## src/rtl/add8_sched_pkg.sv

```systemverilog
// Shared parameters, id-width helper and pipeline stage records for add8_rr_sched.
package add8_sched_pkg;

  localparam int unsigned NREQ_DEF = 4;
  localparam int unsigned CNTW_DEF = 16;
  // Stage records carry a fixed-width id; users truncate to id_width(NREQ).
  localparam int unsigned ID_MAXW  = 8;

  // Requester index width; never zero so a single requester still has an id bit.
  function automatic int unsigned id_width(input int unsigned n);
    return (n > 1) ? $clog2(n) : 1;
  endfunction

  // S1: granted operands waiting for the shared adder.
  typedef struct packed {
    logic               valid;
    logic [ID_MAXW-1:0] id;
    logic [7:0]         a;
    logic [7:0]         b;
  } s1_t;

  // S2: adder result waiting for the consumer.
  typedef struct packed {
    logic               valid;
    logic [ID_MAXW-1:0] id;
    logic [8:0]         sum;
  } s2_t;

endpackage

```

## src/rtl/add8_rr_sched_if.sv

```systemverilog
// Requester-side and consumer-side handshake bundle of the shared adder.
interface add8_rr_sched_if
  import add8_sched_pkg::*;
#(
  parameter int unsigned NREQ = NREQ_DEF
);

  localparam int unsigned IDW = id_width(NREQ);

  logic [NREQ-1:0]   req_valid;
  logic [NREQ*8-1:0] req_a;
  logic [NREQ*8-1:0] req_b;
  logic [NREQ-1:0]   req_ready;
  logic              rsp_valid;
  logic              rsp_ready;
  logic [IDW-1:0]    rsp_id;
  logic [8:0]        rsp_sum;

  // Environment side: issues requests and consumes results.
  modport master (
    output req_valid, req_a, req_b, rsp_ready,
    input  req_ready, rsp_valid, rsp_id, rsp_sum
  );

  // Scheduler side.
  modport slave (
    input  req_valid, req_a, req_b, rsp_ready,
    output req_ready, rsp_valid, rsp_id, rsp_sum
  );

endinterface

```

## src/rtl/add8_lib.sv

```systemverilog
// Library 8-bit adder core; the scheduler passes its output through untouched.
module add8_lib (
  input  logic [7:0] A,
  input  logic [7:0] B,
  output logic [8:0] O
);

  assign O = 9'(A) + 9'(B);

endmodule

```

## src/rtl/rr_arbiter.sv

```systemverilog
// Round-robin arbiter: first requester at or after ptr (wrapping) wins, one-hot grant.
module rr_arbiter
  import add8_sched_pkg::*;
#(
  parameter  int unsigned NREQ = NREQ_DEF,
  localparam int unsigned IDW  = id_width(NREQ)
) (
  input  logic [NREQ-1:0] req,
  input  logic [IDW-1:0]  ptr,
  output logic [NREQ-1:0] grant
);

  logic found;

  // Search [ptr..NREQ-1] first, then fall back to the lowest index below ptr.
  always_comb begin
    grant = '0;
    found = 1'b0;
    for (int unsigned i = 0; i < NREQ; i++) begin
      if (!found && req[i] && (i >= 32'(ptr))) begin
        grant[i] = 1'b1;
        found    = 1'b1;
      end
    end
    for (int unsigned i = 0; i < NREQ; i++) begin
      if (!found && req[i]) begin
        grant[i] = 1'b1;
        found    = 1'b1;
      end
    end
  end

endmodule

```

## src/rtl/add8_rr_sched.sv

```systemverilog
// Round-robin scheduler feeding NREQ requesters through one shared 8-bit adder (2-stage pipe).
module add8_rr_sched
  import add8_sched_pkg::*;
#(
  parameter int unsigned NREQ = NREQ_DEF,
  parameter int unsigned CNTW = CNTW_DEF
) (
  input  logic            clk,
  input  logic            rst_n,
  add8_rr_sched_if.slave  bus,
  output logic [CNTW-1:0] op_count
);

  localparam int unsigned IDW = id_width(NREQ);

  s1_t             s1_q, s1_d;
  s2_t             s2_q, s2_d;
  logic [IDW-1:0]  ptr_q, ptr_d;
  logic [NREQ-1:0] grant;
  logic [NREQ-1:0] ready_c;
  logic [IDW-1:0]  win_id;
  logic [7:0]      win_a, win_b;
  logic [8:0]      core_sum;
  logic            s2_adv, s1_load, xfer, rsp_fire;

  rr_arbiter #(.NREQ(NREQ)) u_arb (
    .req   (bus.req_valid),
    .ptr   (ptr_q),
    .grant (grant)
  );

  add8_lib u_add (
    .A (s1_q.a),
    .B (s1_q.b),
    .O (core_sum)
  );

  // Occupancy/handshake: S2 moves when empty or drained; S1 refills when empty or moving.
  always_comb begin
    s2_adv   = !s2_q.valid || bus.rsp_ready;
    s1_load  = rst_n && (!s1_q.valid || s2_adv);
    ready_c  = s1_load ? grant : '0;
    xfer     = |(bus.req_valid & ready_c);
    rsp_fire = s2_q.valid && bus.rsp_ready;
  end

  // Winner index and its operands out of the packed request buses.
  always_comb begin
    win_id = '0;
    win_a  = '0;
    win_b  = '0;
    for (int unsigned i = 0; i < NREQ; i++) begin
      if (grant[i]) begin
        win_id = IDW'(i);
        win_a  = bus.req_a[8*i +: 8];
        win_b  = bus.req_b[8*i +: 8];
      end
    end
  end

  // Next state for pointer and both pipeline stages.
  always_comb begin
    ptr_d = ptr_q;
    s1_d  = s1_q;
    s2_d  = s2_q;
    if (xfer) begin
      ptr_d = (32'(win_id) == NREQ - 1) ? '0 : IDW'(32'(win_id) + 1);
    end
    if (s2_adv) begin
      s2_d.valid = s1_q.valid;
      s2_d.id    = s1_q.id;
      s2_d.sum   = core_sum;
    end
    if (s1_load) begin
      s1_d.valid = xfer;
      s1_d.id    = ID_MAXW'(win_id);
      s1_d.a     = win_a;
      s1_d.b     = win_b;
    end
  end

  // State registers; reset drops anything in flight.
  always_ff @(posedge clk or negedge rst_n) begin
    if (!rst_n) begin
      ptr_q    <= '0;
      s1_q     <= '0;
      s2_q     <= '0;
      op_count <= '0;
    end else begin
      ptr_q <= ptr_d;
      s1_q  <= s1_d;
      s2_q  <= s2_d;
      if (rsp_fire) begin
        op_count <= op_count + CNTW'(1);
      end
    end
  end

  assign bus.req_ready = ready_c;
  assign bus.rsp_valid = s2_q.valid;
  assign bus.rsp_id    = IDW'(s2_q.id);
  assign bus.rsp_sum   = s2_q.sum;

endmodule

```

## src/flat_wrapper.sv

```systemverilog
// flat-port wrapper written by rule: the top's interface ports become plain ports
module add8_rr_sched_flat import add8_sched_pkg::*;
#(
  parameter int unsigned NREQ = NREQ_DEF,
  parameter int unsigned CNTW = CNTW_DEF
)
  (clk, rst_n, op_count, bus_req_valid, bus_req_a, bus_req_b, bus_rsp_ready, bus_req_ready, bus_rsp_valid, bus_rsp_id, bus_rsp_sum);
  add8_rr_sched_if #(.NREQ(NREQ)) bus_i ();
  input  logic clk;
  input  logic rst_n;
  output logic [CNTW-1:0] op_count;
  input wire logic [$bits(bus_i.req_valid)-1:0] bus_req_valid;
  input wire logic [$bits(bus_i.req_a)-1:0] bus_req_a;
  input wire logic [$bits(bus_i.req_b)-1:0] bus_req_b;
  input wire logic [$bits(bus_i.rsp_ready)-1:0] bus_rsp_ready;
  output wire logic [$bits(bus_i.req_ready)-1:0] bus_req_ready;
  output wire logic [$bits(bus_i.rsp_valid)-1:0] bus_rsp_valid;
  output wire logic [$bits(bus_i.rsp_id)-1:0] bus_rsp_id;
  output wire logic [$bits(bus_i.rsp_sum)-1:0] bus_rsp_sum;
  assign bus_i.req_valid = bus_req_valid;
  assign bus_i.req_a = bus_req_a;
  assign bus_i.req_b = bus_req_b;
  assign bus_i.rsp_ready = bus_rsp_ready;
  assign bus_req_ready = bus_i.req_ready;
  assign bus_rsp_valid = bus_i.rsp_valid;
  assign bus_rsp_id = bus_i.rsp_id;
  assign bus_rsp_sum = bus_i.rsp_sum;
  add8_rr_sched #(.NREQ(NREQ), .CNTW(CNTW)) u_core (.clk(clk), .rst_n(rst_n), .bus(bus_i), .op_count(op_count));
endmodule
```

## config.mk

```make
export PLATFORM = sky130hd
export DESIGN_NAME = add8_rr_sched_flat
export DESIGN_NICKNAME = d
export VERILOG_FILES = /design/src/rtl/add8_sched_pkg.sv /design/src/rtl/add8_rr_sched_if.sv /design/src/rtl/add8_lib.sv /design/src/rtl/rr_arbiter.sv /design/src/rtl/add8_rr_sched.sv /design/src/flat_wrapper.sv
export SDC_FILE = /design/constraint.sdc
export NUM_CORES = 1
export LEC_CHECK = 0
export CAP_MARGIN = 0
export CORE_MARGIN = 4
export CORE_UTILIZATION = 40
export DETAILED_ROUTE_END_ITERATION = 10
export PLACE_DENSITY = 0.77
export SLEW_MARGIN = 20
export SYNTH_ARGS = -nofsm -noshare
export SYNTH_HDL_FRONTEND = slang
export SYNTH_SLANG_ARGS = --single-unit
export TNS_END_PERCENT = 50
```

## constraint.sdc

```tcl
create_clock -name clk -period 1.8 [get_ports clk]
set_input_delay 0.18 -clock clk [delete_from_list [all_inputs] [get_ports clk]]
set_output_delay 0.18 -clock clk [all_outputs]
set_load 0.02 [all_outputs]
```

==> results of run 1 <==
[cells in the final DEF, fill, tap and decap left out, types with 3 or more instances in the layout]
cell type | netlist | routed
a21oi_1 | 8 | 5
a21oi_2 | 0 | 3
a222oi_1 | 16 | 16
a31oi_1 | 16 | 16
and3_1 | 4 | 3
buf_2 | 4 | 3
buf_4 | 0 | 24
clkbuf_8 | 0 | 5
clkdlybuf4s50_1 | 0 | 94
dfrtp_1 | 49 | 47
ha_1 | 10 | 9
inv_1 | 8 | 8
mux2_1 | 5 | 3
mux2_2 | 3 | 3
nand2_1 | 30 | 30
nand2b_1 | 3 | 3
nand3_1 | 9 | 9
nor2_1 | 22 | 22
nor2b_1 | 3 | 3
o21ai_0 | 6 | 5
o21ai_1 | 3 | 3
xnor2_1 | 14 | 14
xor2_1 | 5 | 5
[per-layer routing]
layer | GRT usage | vias up
li1 | - | 1218
met5 | 0 | -
met3 | 0.0415 | 6
met4 | 0.0379 | 0
met2 | 0.303 | 98
met1 | 0.221 | 1173
[registers in the layout, indices dropped and copies added, names as in the netlist]
| name | count |
|---|---|
| u_core.s1_q | 19 |
| u_core.ptr_q | 2 |
| u_core.bus.rsp_valid | 1 |
| u_core.bus.rsp_id | 2 |
| u_core.bus.rsp_sum | 9 |
| u_core.op_count | 16 |
[kinds of logic (layout without fill, tap and decap cells)]
kind of cell | count (synthesis) | after routing | share of synthesized area
and+or+nand+nor | 90 | 90 | 0.162
AOI/OAI and AO/OA | 64 | 64 | 0.185
DFF | 49 | 49 | 0.462
buffers and inverters | 23 | 146 | 0.0401
xor gates and xnor gates | 19 | 19 | 0.0627
adders and majority gates | 11 | 11 | 0.0547
muxes | 8 | 8 | 0.0339
[synth_stat cells, drive strengths merged]
cell type   n  share of area
dfrtp      49           0.46
nand2      30          0.042
nor2       22          0.031
a222oi     16          0.060
a31oi      16          0.038
xnor2      14          0.046
ha         10          0.047
o21ai      10          0.020
inv         9          0.013
nand3       9          0.017
a21oi       8          0.015
clkbuf      8          0.011
mux2        8          0.034
buf         6          0.016
xor2        5          0.017
and2        4          0.010
and3        4         0.0094
or2         4         0.0094
nand2b      3         0.0071
nor2b       3         0.0071
nor3        3         0.0057
and4        2         0.0066
nand4       2         0.0047
nor3b       2         0.0057
o211ai      2         0.0057
o221a       2         0.0085
o31ai       2         0.0057
a21boi      1         0.0028
a221oi      1         0.0033
a2bb2oi     1         0.0033
a41oi       1         0.0033
fa          1         0.0075
o21a        1         0.0028
o22ai       1         0.0024
o311ai      1         0.0033
o41ai       1          0.010
or3         1         0.0024
or4         1         0.0028
[stage by stage]
stage / hold slack [ns] / cells / TNS (ns)
global route: 0.0407 / 464 / -0.620
global placement: 0.325 / 451 / -4.95
CTS: 0.00930 / 462 / -0.0288
finish: -0.00853 / 464 / -0.122
floorplan: -0.116 / 264 / -0.0377
detailed placement: 0.340 / 451 / -5.99
[worst register-to-register path, cell delays in order, from the launching register on]
cell and delay, ns:
dfrtp_2 0.44, inv_2 0.07, a21oi_1 0.20, o21ai_2 0.08, buf_4 0.16, or2_1 0.25, ha_1 0.28, mux2_4 0.27
[power by group through the flow]
stage	combinational [uW]	sequential (uW)	clock, uW
6_report	3490	1920	915
5_1_grt	3850	2000	983
4_1_cts	3380	1910	940
3_5_place_dp	3260	1920	0
3_3_place_gp	3200	1890	0
2_1_floorplan	1860	2090	0
[worst max path at each step]
stage | endpoint | start | cells past startpoint
floorplan | u_core.ptr_q[1] | u_core.ptr_q[1] | 7
global placement | bus_req_ready[2] | bus_req_valid[0] | 6
detailed placement | bus_req_ready[2] | bus_req_valid[0] | 6
CTS | u_core.bus.rsp_sum[6] | u_core.s1_q[0] | 8
global route | u_core.s1_q[24] | u_core.ptr_q[1] | 8
finish | u_core.ptr_q[1] | u_core.ptr_q[1] | 7
[layout make-up]
class	instances	area, um2	share of cell area
timing repair buffer	129	1220	0.298
inverter	9	33.8	0.00821
sequential	49	1230	0.299
clock buffer	5	68.8	0.0167
multi-input combinational	192	1400	0.339
tap	77	96.3	0.0234
clock inverter	3	65.1	0.0158
[what timing repair did]
action	in CTS	in global routing
setup endpoints to repair	10	23
setup buffers	4	2
resized for setup	24	17
pin swaps	5	8
cloned	0	0
==> results by group, run 1 <==
Setup path
  • Req. time, crit path: 1.99 ns
  • CP cell instances: inv_2 -> a21oi_1 -> o21ai_2 -> buf_4 -> or2_1 -> ha_1 -> mux2_4
  • Setup slack, reg-to-reg: -0.05 ns
  • Worst path max stage delay: 0.44 ns
  • WP buf/inv: 2
  • Worst r2r src: u_core.ptr_q[1]
  • Reg-to-reg endpoint: u_core.ptr_q[1]
  • Worst Path Max Fanout: 6
  • Top Family by Delay on Critical Path: flip-flops
  • Critical path launch point type: flop
  • CP endpoint kind: flop
  • Register-to-Register Path Depth: 7
  • Slowest-stage cell, CP: dfrtp_2
  • Worst Path Arrival: 2.04 ns
  • CP Class: reg -> reg

Layout
  • Area Growth Syn to Fin: 55.0%
  • Total Nets Final: 468
  • # diodes: 0
  • Layout Utilization: 0.644
  • Layout cells sized above 1: 0.173
  • Design Area, Final: 4110 um2
  • Fill count: 525

Global routing
  • Initial antenna violation count: 0
  • First-pass GRT wire length: 11,000 um
  • Number of global-route vias before repair: 2,431
  • Largest net degree at the start of global routing: 50
  • Gr ovfl total: 0
  • Total GRT Usage: 0.174

Drt
  • Vias/cell: 5.38
  • First-pass DRT Iterations: 4
  • Initial DRC count: 202
  • Post-route met1 wirelength: 3010 um
  • Met3 WL: 554 um
  • DRC viols: 0
  • Detailed-route via count: 2,495
  • DR top layer: met4
  • Metal2 WL: 3180 um
  • DRT antenna net count: 0
  • Routed Wire Length: 6790 um
  • WL per Instance: 14.6 um

Pwr
  • PwrDens: 1540 nW/um2
  • Clock power share: 0.145
  • Power share of the combinational group: 0.551
  • Sequential fraction of design power: 0.304
  • Pint: 3920 uW
  • Switch share: 0.381
  • Max VDD drop: 0.000812 V
  • Switching power: 2410 uW
  • Pwr Total: 6330 uW
  • Leakage power: 0.00173 uW

Logic synthesis
  • Synth warn: 0
  • Netlist cell types: 45
  • Syn Area/Cell: 10.1 um2
  • Synthesized flop and latch total: 49
  • Cell Area, Synth: 2650 um2
  • Gate Count Post-Synth: 264
  • Sequential share of the synthesized area: 0.462
  • Syn nets: 346

Floorplanning
  • I/O Pins: 103
  • Full die area: 8000 um2
  • Die Wd: 89.5 um
  • Die Y: 89.5 um
  • Rows: 29
  • Initial Util: 0.416
  • Core area: 6390 um2

Timing
  • Highest clock rate: 0.541 GHz
  • Setup violators final: 3
  • RSZ-0062 raised after global routing: yes
  • Hold WS: -0.00853 ns
  • Min setup slack post-route: -0.0492 ns
  • Post-layout min period: 1.85 ns
  • Slew at the pin closest to its max-slew limit: 0.598 ns
  • Final hold violations: 33
  • Final Skew: 0.00430 ns
  • Fin. max-slew vios: 0
  • Slew headroom: 0.601
  • Period utilisation layout: 1.03

Clock tree
  • Root buf cell: clkbuf_8
  • Clk sink count: 49
  • CTS buffer count: 5
  • H-tree levels: 2
  • CTS tree: built
  • Worst-path clk slew: 0.09 ns
  • Clock buffer depth: 2
  • Clock Latency Late Sink: 0.30 ns
  • Hold-fix buffers at CTS: 0

Placement
  • # port buffers: 102
  • Placed inst area: 3860 um2
  • Placer Congestion: 0.808
  • Worst slack, placed: -0.385 ns
  • Post-DP HPWL: 5260 um

Run status
  • Violated checks: hold timing, setup timing
  • Outcome: finished, violations left

Run
  • # Max-Cap Violations: 0

Worst hold path
  • HP Class: in -> async
No activity file was read; power rests on OpenSTA's default activity.
==> run 2, diff against run 1 <==
- CORE_UTILIZATION: 40 -> 30
- PLACE_DENSITY: 0.77 -> 0.7
==> run 2 against run 1 <==
Against the previous run:
- the run ends with setup timing left
- sequential power barely moved
- worst hold slack better by 0.030 ns
- global-route usage decreased by 3.5 points
- first-iteration DRC count shrank 54%
- fmax fell by 0.29%
- die area is 30% higher
- utilization down 17 points
- via count fell by 1.8%
==> results by group, run 2 (synthesis gave the netlist of run 1 again) <==
Pwr
  • PwrDens: 1490 nW/um2 (-2.8%)
  • Leakage power: 0.00171 uW (-1.0%)
  • Max VDD drop: 0.000632 V (-22%)

Setup path
  • Worst Path Max Fanout: 6 (unchanged)
  • Critical path launch point type: flop
  • Top Family by Delay on Critical Path: compound AO/OA/AOI/OAI gates
  • Req. time, crit path: 1.99 ns (about the same)
  • CP Class: reg -> reg
  • CP endpoint kind: flop
  • CP cell instances: inv_2 -> a21oi_2 -> o221a_4 -> buf_6 -> o41ai_4 -> mux2_4
  • Worst path max stage delay: 0.45 ns (about the same)
  • Slowest-stage cell, CP: dfrtp_2
  • Worst Path Arrival: 2.05 ns (about the same)
  • WP buf/inv: 2 (unchanged)

Run status
  • Outcome: finished, violations left
  • Violated checks: setup timing

Placement
  • Post-DP HPWL: 5620 um (+7.0%)
  • Placer Congestion: 0.766 (-5.1%)
  • # port buffers: 102 (unchanged)

Timing
  • Hold WS: 0.0211 ns (+0.0297 ns)
  • Final hold violations: 0 (-100%)
  • Fin. max-slew vios: 0 (unchanged)
  • Slew headroom: 0.579 (-0.0224)
  • Period utilisation layout: 1.03 (+0.00295)
  • Post-layout min period: 1.85 ns (+0.00531 ns)
  • Slew at the pin closest to its max-slew limit: 0.632 ns (+0.0336 ns)
  • RSZ-0062 raised after global routing: yes
  • Final Skew: 0.00932 ns (+0.00502 ns)
  • Min setup slack post-route: -0.0545 ns (-0.00531 ns)
  • Setup violators final: 3 (unchanged)
  • Highest clock rate: 0.539 GHz (-0.29%)

Floorplanning
  • I/O Pins: 103 (unchanged)
  • Die Wd: 102 um (+14%)
  • Core area: 8680 um2 (+36%)
  • Die Y: 102 um (+14%)
  • Full die area: 10,400 um2 (+30%)
  • Initial Util: 0.306 (-0.110)
  • Rows: 34 (+17%)

Layout
  • # diodes: 0 (unchanged)
  • Top reg by flops: u_core.s1_q
  • Most common cell after layout, fill and taps aside: clkdlybuf4s50_1
  • Area Growth Syn to Fin: 55.2% (about the same)
  • Fill count: 828 (+58%)
  • Layout cells sized above 1: 0.167 (-0.00646)
  • Max FFs per register: 19 (unchanged)
  • Most frequent cells in the layout: 94 x clkdlybuf4s50_1, 47 x dfrtp_1, 30 x nand2_1
  • Total Nets Final: 465 (-0.64%)
  • Layout Utilization: 0.474 (-0.170)

Drt
  • Initial DRC count: 93 (-54%)
  • Routed Wire Length: 7190 um (+5.8%)
  • WL per Instance: 14.6 um (-0.18%)
  • DR top layer: met4
  • Vias/cell: 4.98 (-7.4%)
  • Metal2 WL: 3470 um (+9.3%)
  • Post-route met1 wirelength: 3090 um (+2.8%)
  • Met3 WL: 537 um (-3.1%)
  • Detailed-route via count: 2,450 (-1.8%)
  • DRC viols: 0 (unchanged)
  • DRT antenna net count: 0 (unchanged)
  • First-pass DRT Iterations: 6 (+2)

Global routing
  • Gr ovfl total: 0 (unchanged)
  • Total GRT Usage: 0.140 (-0.0348)
  • Largest net degree at the start of global routing: 50 (unchanged)
  • Number of global-route vias before repair: 2,473 (+1.7%)
  • Initial antenna violation count: 0 (unchanged)
  • First-pass GRT wire length: 11,600 um (+6.1%)

Worst hold path
  • HP Class: in -> async

Clock tree
  • Clock Latency Late Sink: 0.30 ns (about the same)
  • CTS tree: built
  • H-tree levels: 2 (unchanged)
  • Clock buffer depth: 2 (unchanged)
  • Root buf cell: clkbuf_8
  • Worst-path clk slew: 0.09 ns (about the same)
  • Clk sink count: 49 (unchanged)
  • CTS buffer count: 5 (unchanged)

Run
  • # Max-Cap Violations: 0 (unchanged)
-- run 2: worst paths after layout --
path                       cells after the start           startpoint  slack [ns]                  end
max in group asynchronous                      2                rst_n        1.31      u_core.ptr_q[1]
hold reg to reg                                1  u_core.op_count[15]        0.48  u_core.op_count[15]
min in group clk                               3        bus_req_a[20]        0.43      u_core.s1_q[12]
setup / recovery                               6      u_core.ptr_q[1]       -0.05      u_core.ptr_q[0]
hold / removal                                 2                rst_n        0.02   u_core.op_count[3]
setup reg to reg                               6      u_core.ptr_q[1]       -0.05      u_core.ptr_q[0]
-- run 2: per-layer routing --
metal,track usage,up-vias
li1,-,1214
met1,0.171,1137
met2,0.238,92
met3,0.0416,7
met4,0.0394,0
met5,0,-
-- run 2: stage by stage --
stage	std cells	worst slack, ns	setup TNS [ns]	cell area (um2)	power [uW]
finish	492	-0.0545	-0.138	4120	6150
global route	492	-0.126	-0.500	4120	6690
CTS	490	-0.00815	-0.0110	4030	6040
detailed placement	480	-0.378	-5.56	3910	5240
global placement	480	-0.315	-4.75	3910	5160
floorplan	264	-0.0377	-0.0377	2670	3950
-- run 2: final cells by class --
cell class | instances | area (um2) | area share
clock buffers | 7 | 96.3 | 0.0234
clock inverters | 1 | 5.00 | 0.00122
flip-flops and latches | 49 | 1230 | 0.298
inverters | 9 | 33.8 | 0.00820
repair buffers | 126 | 1220 | 0.297
multi-input cells | 192 | 1400 | 0.339
well taps | 108 | 135 | 0.0328
-- run 2: timing repair --
action | in CTS | in global routing
buffers inserted | 2 | 2
endpoints found under the setup margin | 8 | 19
hold endpoints to repair | 0 | 0
gates resized for setup | 21 | 21
pin swaps | 4 | 13
hold buffers | 0 | 0
-- run 2: power by group --
| group | internal [uW] | switching [uW] | total (uW) |
|---|---|---|---|
| Combinational | 1810 | 1720 | 3520 |
| Clock | 348 | 362 | 710 |
| Sequential | 1560 | 356 | 1920 |
==> run 3, diff against run 2 <==
- ABC_AREA: unset -> 1
- PLACE_DENSITY: 0.7 -> 0.67
==> run 3 against run 2 <==
Against the previous run:
- the run now ends clean
- sequential share of layout area decreased by 3.4 points
- total power decreased by 0.51%
- final cell count increased by 40%
- area after synthesis increased by 17%
- cell area increased by 13%
- global-route usage increased by 0.31 points
- critical path type is now reg -> out
- critical endpoint is now bus_req_ready[1]
- highest routed layer is now met5
==> results by group, run 3 <==
Setup path
  • Register-to-Register Path Depth: 10 (+4)
  • Critical path destination: bus_req_ready[1]
  • Reg-to-reg endpoint: u_core.ptr_q[1]
  • Worst path max stage delay: 0.43 ns (-0.02 ns)
  • CP endpoint kind: output pin
  • Setup slack, reg-to-reg: 0.09 ns (+0.14 ns)
  • Critical path launch point type: flop
  • CP cell instances: nand2_2 -> nand2_4 -> nand4_4 -> o21ai_4 -> nand2_4 -> nor2_4 -> buf_6
  • Worst Path Max Fanout: 4 (-2)
  • Req. time, crit path: 1.62 ns (-0.37 ns)
  • CP Class: reg -> out
  • Most frequent CP cell: nand2_4
  • Slowest-stage cell, CP: dfrtp_2
  • CP startpoint: u_core.ptr_q[1]
  • Worst Path Arrival: 1.58 ns (-0.47 ns)
  • Worst r2r src: u_core.ptr_q[1]

Layout
  • Design Area, Final: 4640 um2 (+13%)
  • # diodes: 0 (unchanged)
  • Multi-input gate area: 1760 um2 (+26%)
  • Area Growth Syn to Fin: 49.8%
  • Most frequent cells in the layout: 165 x nand2_1, 97 x clkdlybuf4s50_1, 47 x dfrtp_1
  • Most common cell after layout, fill and taps aside: nand2_1
  • Top reg by flops: u_core.s1_q
  • Flip-flop and latch area: 1230 um2 (unchanged)
  • Fin cells: 691 (+40%)
  • Fill count: 1,006 (+21%)
  • Layout cells sized above 1: 0.145 (-0.0215)
  • Total Nets Final: 639 (+37%)
  • Max FFs per register: 19 (unchanged)

Logic synthesis
  • Syn nets: 511 (+48%)
  • Netlist cell types: 32 (-29%)
  • Synth top area share: 0.395 (-0.0666)
  • Post-synth EDFFs: 0 (unchanged)
  • Synth warn: 0 (unchanged)
  • Ranking of synthesized cells by area: dfrtp_1 40%, nand2_1 20%, nor2_1 5.9%
  • Top FF cell, synth: dfrtp_1
  • Cell with the most instances after synthesis: nand2_1
  • Gate Count Post-Synth: 429 (+63%)
  • Synthesized flop and latch total: 49 (unchanged)
  • Async SR Flop Fraction: 1.00 (unchanged)
  • Commonest cells post-synth: 167 x nand2_1, 49 x dfrtp_1, 49 x nor2_1, 29 x inv_1, 26 x a21oi_1
  • Syn Area/Cell: 7.23 um2 (-28%)
  • Sequential share of the synthesized area: 0.395 (-0.0666)
  • Cell Area, Synth: 3100 um2 (+17%)
  • Yosys top cell by area: dfrtp_1

Pwr
  • Switch share: 0.434 (+0.0378)
  • Pint: 3470 uW (-6.7%)
  • Switching power: 2650 uW (+9.0%)
  • Pwr Total: 6120 uW (-0.51%)
  • Power share of the combinational group: 0.584 (+0.011)
  • PwrDens: 1320 nW/um2 (-12%)
  • Clock power share: 0.114 (about the same)
  • Sequential fraction of design power: 0.303 (-0.009)
  • Max VDD drop: 0.000522 V (-17%)
  • Leakage power: 0.00231 uW (+35%)

Timing
  • Period utilisation layout: 0.975 (-0.0552)
  • RSZ-0062 raised after global routing: yes
  • Final Skew: 0.00459 ns (-0.00472 ns)
  • Post-layout min period: 1.76 ns (-0.0993 ns)
  • Highest clock rate: 0.570 GHz (+5.7%)
  • Slew at the pin closest to its max-slew limit: 0.608 ns (-0.0243 ns)
  • Fin. max-slew vios: 0 (unchanged)
  • Setup violators final: 0 (-3)
  • Final hold violations: 0 (unchanged)
  • Setup_tns: 0 ns (+0.138 ns)
  • Slew headroom: 0.595 (+0.0162)

Floorplanning
  • Rows: 36 (+5.9%)
  • Die Y: 110 um (+7.5%)
  • Full die area: 12,000 um2 (+15%)
  • I/O Pins: 103 (unchanged)
  • Initial Util: 0.313 (+0.00708)
  • Die Wd: 110 um (+7.5%)
  • Core area: 9910 um2 (+14%)

Placement
  • Placer Congestion: 0.871 (+14%)
  • Placed cell count: 678 (+41%)
  • Post-DP HPWL: 6720 um (+20%)
  • Placed inst area: 4420 um2 (+13%)
  • # port buffers: 102 (unchanged)

Global routing
  • Initial antenna violation count: 1 (+1)
  • Total GRT Usage: 0.143 (+0.00308)
  • First-pass GRT wire length: 14,100 um (+21%)
  • Number of global-route vias before repair: 3,115 (+26%)
  • Largest net degree at the start of global routing: 50 (unchanged)
  • Gr ovfl total: 0 (unchanged)

Clock tree
  • CTS buffer count: 5 (unchanged)
  • Clock Latency Late Sink: 0.29 ns (about the same)
  • Clk sink count: 49 (unchanged)
  • Root buf cell: clkbuf_8
  • H-tree levels: 2 (unchanged)
  • Worst-path clk slew: 0.09 ns (about the same)
  • Clock buffer depth: 2 (unchanged)
  • CTS tree: built

Drt
  • Routed Wire Length: 8280 um (+15%)
  • First-pass DRT Iterations: 4 (-2)
  • WL per Instance: 12.0 um (-18%)
  • DRT antenna net count: 0 (unchanged)
  • Initial DRC count: 96 (+3.2%)
  • DRC viols: 0 (unchanged)
  • Detailed-route via count: 3,082 (+26%)
  • Vias/cell: 4.46 (-10%)

Worst hold path
  • HP Class: in -> async

Run
  • # Max-Cap Violations: 0 (unchanged)

Run status
  • Outcome: completed
[run 3: changes by cell type in the layout (fill, tap and decap cells not counted), moves of 8 or more]
cell and delta:
nor2_1 +23, a222oi_1 -16, buf_4 +12, nand2_1 +135
xnor2_1 -8, a31oi_1 -15, inv_1 +19, a21oi_1 +21
nand3b_1 +16
[run 3: power groups by stage]
stage | logic, uW | clock network (uW) | registers, uW
finish | 3570 | 695 | 1850
global route | 4070 | 766 | 1920
CTS | 3410 | 730 | 1840
detailed placement | 3390 | 0 | 1860
global placement | 3340 | 0 | 1840
floorplan | 1990 | 0 | 2030
[run 3: worst min-delay path by stage]
| stage | startpoint | endpoint | slack (ns) |
|---|---|---|---|
| 2_1_floorplan | rst_n | u_core.bus.rsp_id[0] | -0.12 |
| 3_3_place_gp | rst_n | u_core.bus.rsp_id[0] | 0.34 |
| 3_5_place_dp | rst_n | u_core.bus.rsp_valid | 0.36 |
| 4_1_cts | rst_n | u_core.bus.rsp_id[1] | 0.02 |
| 5_1_grt | rst_n | u_core.s1_q[24] | 0.05 |
| 6_report | rst_n | u_core.op_count[0] | 0.008 |
[run 3: logic make-up (layout without fill, tap and decap cells)]
family / Yosys count / after routing / share of synthesized area
and+or+nand+nor: 267 / 267 / 0.374
DFF: 49 / 49 / 0.395
buffers and inverters: 44 / 173 / 0.0601
AOI/OAI and AO/OA: 41 / 41 / 0.0759
xor gates and xnor gates: 17 / 17 / 0.0480
adders and majority gates: 11 / 11 / 0.0468
[run 3: metrics by stage]
stage           util  hold slack [ns]  setup slack [ns]
2_1_floorplan      -           -0.116             0.141
3_3_place_gp   0.446            0.344            -0.270
4_1_cts        0.456           0.0244           -0.0337
3_5_place_dp   0.446            0.355            -0.315
5_1_grt        0.469           0.0453           -0.0583
6_report       0.469          0.00830            0.0448
[run 3: critical path, delay by kind of cell, from the launching register on]
family	cells	cell delay (ns)
AND/OR/NAND/NOR	5	0.52
flip-flops	1	0.43
AO/OA/AOI/OAI	1	0.21
buffers and inverters	1	0.12
[run 3: what timing repair did]
action / CTS / global route
resized for setup: 19 / 29
pin swaps: 0 / 6
buffers inserted: 0 / 5
setup endpoints to repair: 6 / 15
hold buffers: 0 / 0
[run 3: area by class of cell]
cell class | instances | area share
tap | 133 | 0.0358
timing repair buffer | 134 | 0.273
inverter | 31 | 0.0251
multi-input combinational | 336 | 0.380
sequential | 49 | 0.265
clock inverter | 1 | 0.00108
clock buffer | 7 | 0.0207
[run 3: per-layer routing]
metal | global-route usage | share of wire | up-vias
li1 | - | - | 1608
met1 | 0.185 | 0.44 | 1354
met2 | 0.236 | 0.45 | 108
met3 | 0.0458 | 0.098 | 10
met4 | 0.0240 | 0.010 | 2
met5 | 0 | 0.0016 | -
